`config.mk`:
```
export PLATFORM = sky130hd
export DESIGN_NAME = mul_feeder
export DESIGN_NICKNAME = d
export VERILOG_FILES = /design/src/rtl/mul_feeder.sv
export SDC_FILE = /design/constraint.sdc
export NUM_CORES = 1
export LEC_CHECK = 0
export CORE_ASPECT_RATIO = 1.5
export CORE_MARGIN = 8
export CORE_UTILIZATION = 30
export DETAILED_ROUTE_END_ITERATION = 10
export DONT_BUFFER_PORTS = 1
export GPL_TIMING_DRIVEN = 0
export HOLD_SLACK_MARGIN = 0.06
export SYNTH_ARGS = -nofsm -noshare
export SYNTH_HDL_FRONTEND = slang
export SYNTH_SLANG_ARGS = --single-unit
```
`constraint.sdc`:
```
create_clock -name clk -period 2.1 [get_ports clk]
set_input_delay 0.315 -clock clk [delete_from_list [all_inputs] [get_ports clk]]
set_output_delay 0.315 -clock clk [all_outputs]
set_load 0.005 [all_outputs]
```
`src/rtl/mul_feeder.sv`:
```
// Operand feeder for an iterative 8x8 multiplier. Operand pairs are queued in a small FIFO.
// Each pair is handed to the multiplier with a one-cycle start pulse. The 16-bit product
// is captured and held for a valid/ready downstream consumer.
module mul_feeder #(
  parameter int unsigned DEPTH = 4
) (
  input  logic        clk,
  input  logic        reset,
  // operand stream
  input  logic        in_valid,
  output logic        in_ready,
  input  logic [7:0]  in_a,
  input  logic [7:0]  in_b,
  // multiplier side
  output logic        mul_start,
  output logic [7:0]  mul_a,
  output logic [7:0]  mul_b,
  input  logic        mul_ready,
  input  logic [15:0] mul_out,
  // result stream
  output logic        res_valid,
  input  logic        res_ready,
  output logic [15:0] res
);

  localparam int unsigned AW = (DEPTH > 1) ? $clog2(DEPTH) : 1;
  localparam int unsigned CW = $clog2(DEPTH + 1);

  typedef enum logic [2:0] {
    StIdle,
    StStart,
    StWait0,
    StWait,
    StHold
  } state_e;

  state_e state_q, state_d;

  logic [7:0]    mem_a [DEPTH];
  logic [7:0]    mem_b [DEPTH];
  logic [AW-1:0] wptr_q, rptr_q;
  logic [CW-1:0] count_q;

  logic          push, pop;
  logic          load_ops, capture, accept;

  logic          mul_start_q;
  logic [7:0]    mul_a_q, mul_b_q;
  logic [15:0]   res_q;
  logic          res_valid_q;

  assign in_ready = (count_q != CW'(DEPTH));
  assign push     = in_valid && in_ready;
  // The head leaves the FIFO during the START cycle; its operands were latched on entry.
  assign pop      = (state_q == StStart);

  // FIFO storage; no reset needed, entries are only read after being written
  always_ff @(posedge clk) begin
    if (push) begin
      mem_a[wptr_q] <= in_a;
      mem_b[wptr_q] <= in_b;
    end
  end

  // FIFO pointers and occupancy; pointers wrap naturally because DEPTH is a power of two
  always_ff @(posedge clk or posedge reset) begin
    if (reset) begin
      wptr_q  <= '0;
      rptr_q  <= '0;
      count_q <= '0;
    end else begin
      if (push) wptr_q <= wptr_q + AW'(1);
      if (pop)  rptr_q <= rptr_q + AW'(1);
      if (push && !pop) begin
        count_q <= count_q + CW'(1);
      end else if (!push && pop) begin
        count_q <= count_q - CW'(1);
      end
    end
  end

  // FSM state register
  always_ff @(posedge clk or posedge reset) begin
    if (reset) begin
      state_q <= StIdle;
    end else begin
      state_q <= state_d;
    end
  end

  // FSM next state and datapath strobes
  always_comb begin
    state_d  = state_q;
    capture  = 1'b0;
    accept   = 1'b0;
    unique case (state_q)
      StIdle: begin
        if (count_q != '0) state_d = StStart;
      end
      StStart: begin
        state_d = StWait0;
      end
      // mul_ready may still be high from the previous product here, so it is not looked at.
      StWait0: begin
        state_d = StWait;
      end
      StWait: begin
        if (mul_ready) begin
          capture = 1'b1;
          state_d = StHold;
        end
      end
      StHold: begin
        if (res_ready) begin
          accept  = 1'b1;
          state_d = (count_q != '0) ? StStart : StIdle;
        end
      end
      default: begin
        state_d = StIdle;
      end
    endcase
    load_ops = (state_d == StStart);
  end

  // Multiplier interface registers: start pulse and operands latched on entry to START
  always_ff @(posedge clk or posedge reset) begin
    if (reset) begin
      mul_start_q <= 1'b0;
      mul_a_q     <= '0;
      mul_b_q     <= '0;
    end else begin
      mul_start_q <= load_ops;
      if (load_ops) begin
        mul_a_q <= mem_a[rptr_q];
        mul_b_q <= mem_b[rptr_q];
      end
    end
  end

  // Result register: captured once per product and held until the consumer takes it
  always_ff @(posedge clk or posedge reset) begin
    if (reset) begin
      res_q       <= '0;
      res_valid_q <= 1'b0;
    end else begin
      if (capture) begin
        res_q       <= mul_out;
        res_valid_q <= 1'b1;
      end else if (accept) begin
        res_valid_q <= 1'b0;
      end
    end
  end

  assign mul_start = mul_start_q;
  assign mul_a     = mul_a_q;
  assign mul_b     = mul_b_q;
  assign res       = res_q;
  assign res_valid = res_valid_q;

endmodule

```
==> results.md <==
* Status: completed
* Critical Path Start Type: flop
* Total gr overflow at 0
* Async SR Flop Fraction at 0.407
* Num CTS Buffers at 9
* Slowest-stage cell, CP: dfrtp_1
* Die width at 112 um
* Synth Area per Inst at a little over 20 um^2
* Max-slew violation count at 0
* I/O Pins at about 70
* Leading area contributor after synthesis: edfxtp_1
* Worst vdd ir at between 0.0003 and 0.0004 V
* Cell breakdown of the critical path: nor3b_2, inv_1, ha_1, inv_1, fa_1, mux2_2
* Commonest non-fill, non-tap cell in the layout: edfxtp_1
* Slew HR at 0.654
* Clk_skew at approximately 0.012 ns
* Cells after Synth at 205
* Global Route Usage Sum at 0.0911
* Fmax at approximately 0.52 GHz
* Min Tclk post-route at between 1.5 and 2 ns
* CP dominant cell by count: inv_1
* Vias/cell at 4.64
* Setup_tns at 0 ns
* CTS Buffer Depth at 2
* Num rows at 53
* Clk Latency, worst-skew pair at ~0.35 ns
* Unrepaired setup endpoints after global routing: false
* Most frequent cells in the layout: 64 x edfxtp_1, 44 x dfrtp_1, 26 x mux2_2, 17 x dlygate4sd3_1, 9 x clkbuf_16
* Die Ht at between 150 and 200 um
* Count of state elements after synthesis at 108
* Sequential element share of the synthesized area at 0.724
* Half-perimeter wire length after placement at roughly 5.2 mm
* DRT Wirelength at 7.64 mm
* Via count at 1,880
* Final worst slack at 0.179 ns
* ANT cells at 0
* CP max stage delay at 0.44 ns
* Synth Cell Area at approximately 4200 um^2
* Final setup fails at 0
* Final Hold Viols at 0
* Area grow syn2layout at 17.1%
* Pwr dens at around 1400 nW/um^2
* CP Data Arrival Time at approximately 2.2 ns
* Drt wl/cell at 18.9 um
* Hold crit path type: input port to flop
* Dpl ws at -0.0152 ns
* Slew @ Worst Pin at a little over 0.5 ns
* Nets at roughly 280
* Reg area at about 3000 um^2
* Placer congestion estimate at 0.629
* Core area at roughly 14,000 um^2
* DR iter-0 viols at 76
* CP top delay family: adder cells
* Die ar. at approximately 18,000 um^2
* Largest net degree at the start of global routing at 27
* Yosys top cell area share at 0.460
* Pleak at 1.82 nW
* Netlist cell types at 28
* Initial Util at 0.303
* Syn Nets at approximately 250
* Crit end category: flop
* CP Max Fanout at 5
* Initial antenna violation count at 0
* Remaining DRCs at 0
* Antenna-violating nets left at 0
* Footprint of the multi-input gates at ~1100 um^2
* CTS tree: built
* CP Buf/Inv Count at 2
* CP Class: flop to flop
* Primary FF master, synth: edfxtp_1
* CTS HTree Levels at 3
* Port-buffer cells at 0
* Yosys warnings at 0
* Period utilization at 0.915
* WP data required at ~2.3 ns
* Clock Sinks at around 110
* Root buf cell: clkbuf_16
* Drt first pass iters at 4
* Vias in the first global route at about 2,200
* Number of synthesized flops with an enable pin at 64
* Synth top area cells: edfxtp_1 46%, dfrtp_1 26%, mux2_2 7.0%
* Max-cap viol count at 0
* Global-route wire length before repair at ~12 mm
* Register clock-pin slew on the reported worst setup and hold paths at about 0.080 ns
* Fill cells at around 1,300
* Share of cells above drive strength 1 at 0.308
==> sequential cells by signal, indices dropped and copies added, names as in the netlist <==
name	flops
mul_a	8
mul_start	1
state_q	3
mem_b	32
mul_b	8
res_valid	1
count_q	3
res	16
mem_a	32
rptr_q	2
wptr_q	2
==> final timing paths <==
| kind | start | to | slack [ns] | depth (start not counted) |
|---|---|---|---|---|
| setup / recovery | state_q[2]$_DFF_PP0_ | count_q[1]$_DFFE_PP0P_ | 0.18 | 6 |
| min in group asynchronous | reset | res[15]$_DFFE_PP0P_ | 0.43 | 2 |
| setup reg to reg | state_q[2]$_DFF_PP0_ | count_q[1]$_DFFE_PP0P_ | 0.18 | 6 |
| hold reg to reg | state_q[0]$_DFF_PP0_ | state_q[2]$_DFF_PP0_ | 0.53 | 1 |
| hold / removal | mul_out[6] | res[6]$_DFFE_PP0P_ | 0.12 | 1 |
| max in group asynchronous | reset | mul_a[1]$_DFFE_PP0N_ | 1.17 | 3 |
==> cells by family after synthesis <==
family,count (synthesis),synth area share
buf+inv,13,0.0201
simple gates,17,0.0207
fa+ha+maj,6,0.0198
mux,50,0.192
compound gates,5,0.0111
xor+xnor,6,0.0126
flops,108,0.724
==> cells in the mapped netlist, types with 2 or more instances <==
| cell | n |
|---|---|
| and2_1 | 4 |
| mux2_2 | 26 |
| ha_1 | 5 |
| edfxtp_1 | 64 |
| xor2_1 | 3 |
| xnor2_1 | 3 |
| inv_1 | 6 |
| buf_6 | 2 |
| mux4_2 | 8 |
| dfrtp_1 | 44 |
| mux4_1 | 8 |
| buf_2 | 3 |
| mux2_4 | 8 |
| nand2_1 | 4 |
| nor2_1 | 4 |
==> power breakdown <==
part           internal [mW]  switching, mW
clock network          0.846          0.812
logic                   1.08          0.824
registers               2.97          0.420
==> routing by layer <==
layer / GRT usage / wire length (um)
met2: 0.174 / 4380
met4: 0.0511 / 225
met1: 0.0794 / 2540
met5: 0 / 0
met3: 0.0323 / 502
==> through the flow <==
step / cells / util / total power [mW] / cell area, um^2 / hold slack (ns)
floorplan: 205 / - / 4.86 / 4180 / 0.414
global placement: 370 / 0.318 / 5.30 / 4380 / 0.414
detailed placement: 371 / 0.319 / 5.39 / 4400 / 0.225
CTS: 404 / 0.353 / 7.11 / 4870 / 0.103
global route: 405 / 0.355 / 7.41 / 4890 / 0.0986
finish: 405 / 0.355 / 6.96 / 4890 / 0.117
==> cell type report <==
| class | count | share of cell area |
|---|---|---|
| well taps | 165 | 0.0422 |
| clock buffers | 10 | 0.0468 |
| clock inverters | 6 | 0.0128 |
| inverters | 6 | 0.00460 |
| repair buffers | 19 | 0.0404 |
| flip-flops and latches | 108 | 0.618 |
| multi-input cells | 84 | 0.223 |
| plain buffers | 7 | 0.0125 |
==> repair_timing <==
item,CTS,global route
endpoints found under the setup margin,47,18
endpoints found under the hold margin,82,0
gates resized for setup,4,2
hold buffers,17,0
pin swaps,0,1
setup buffers,0,1
(Power assumes the default switching activity.)
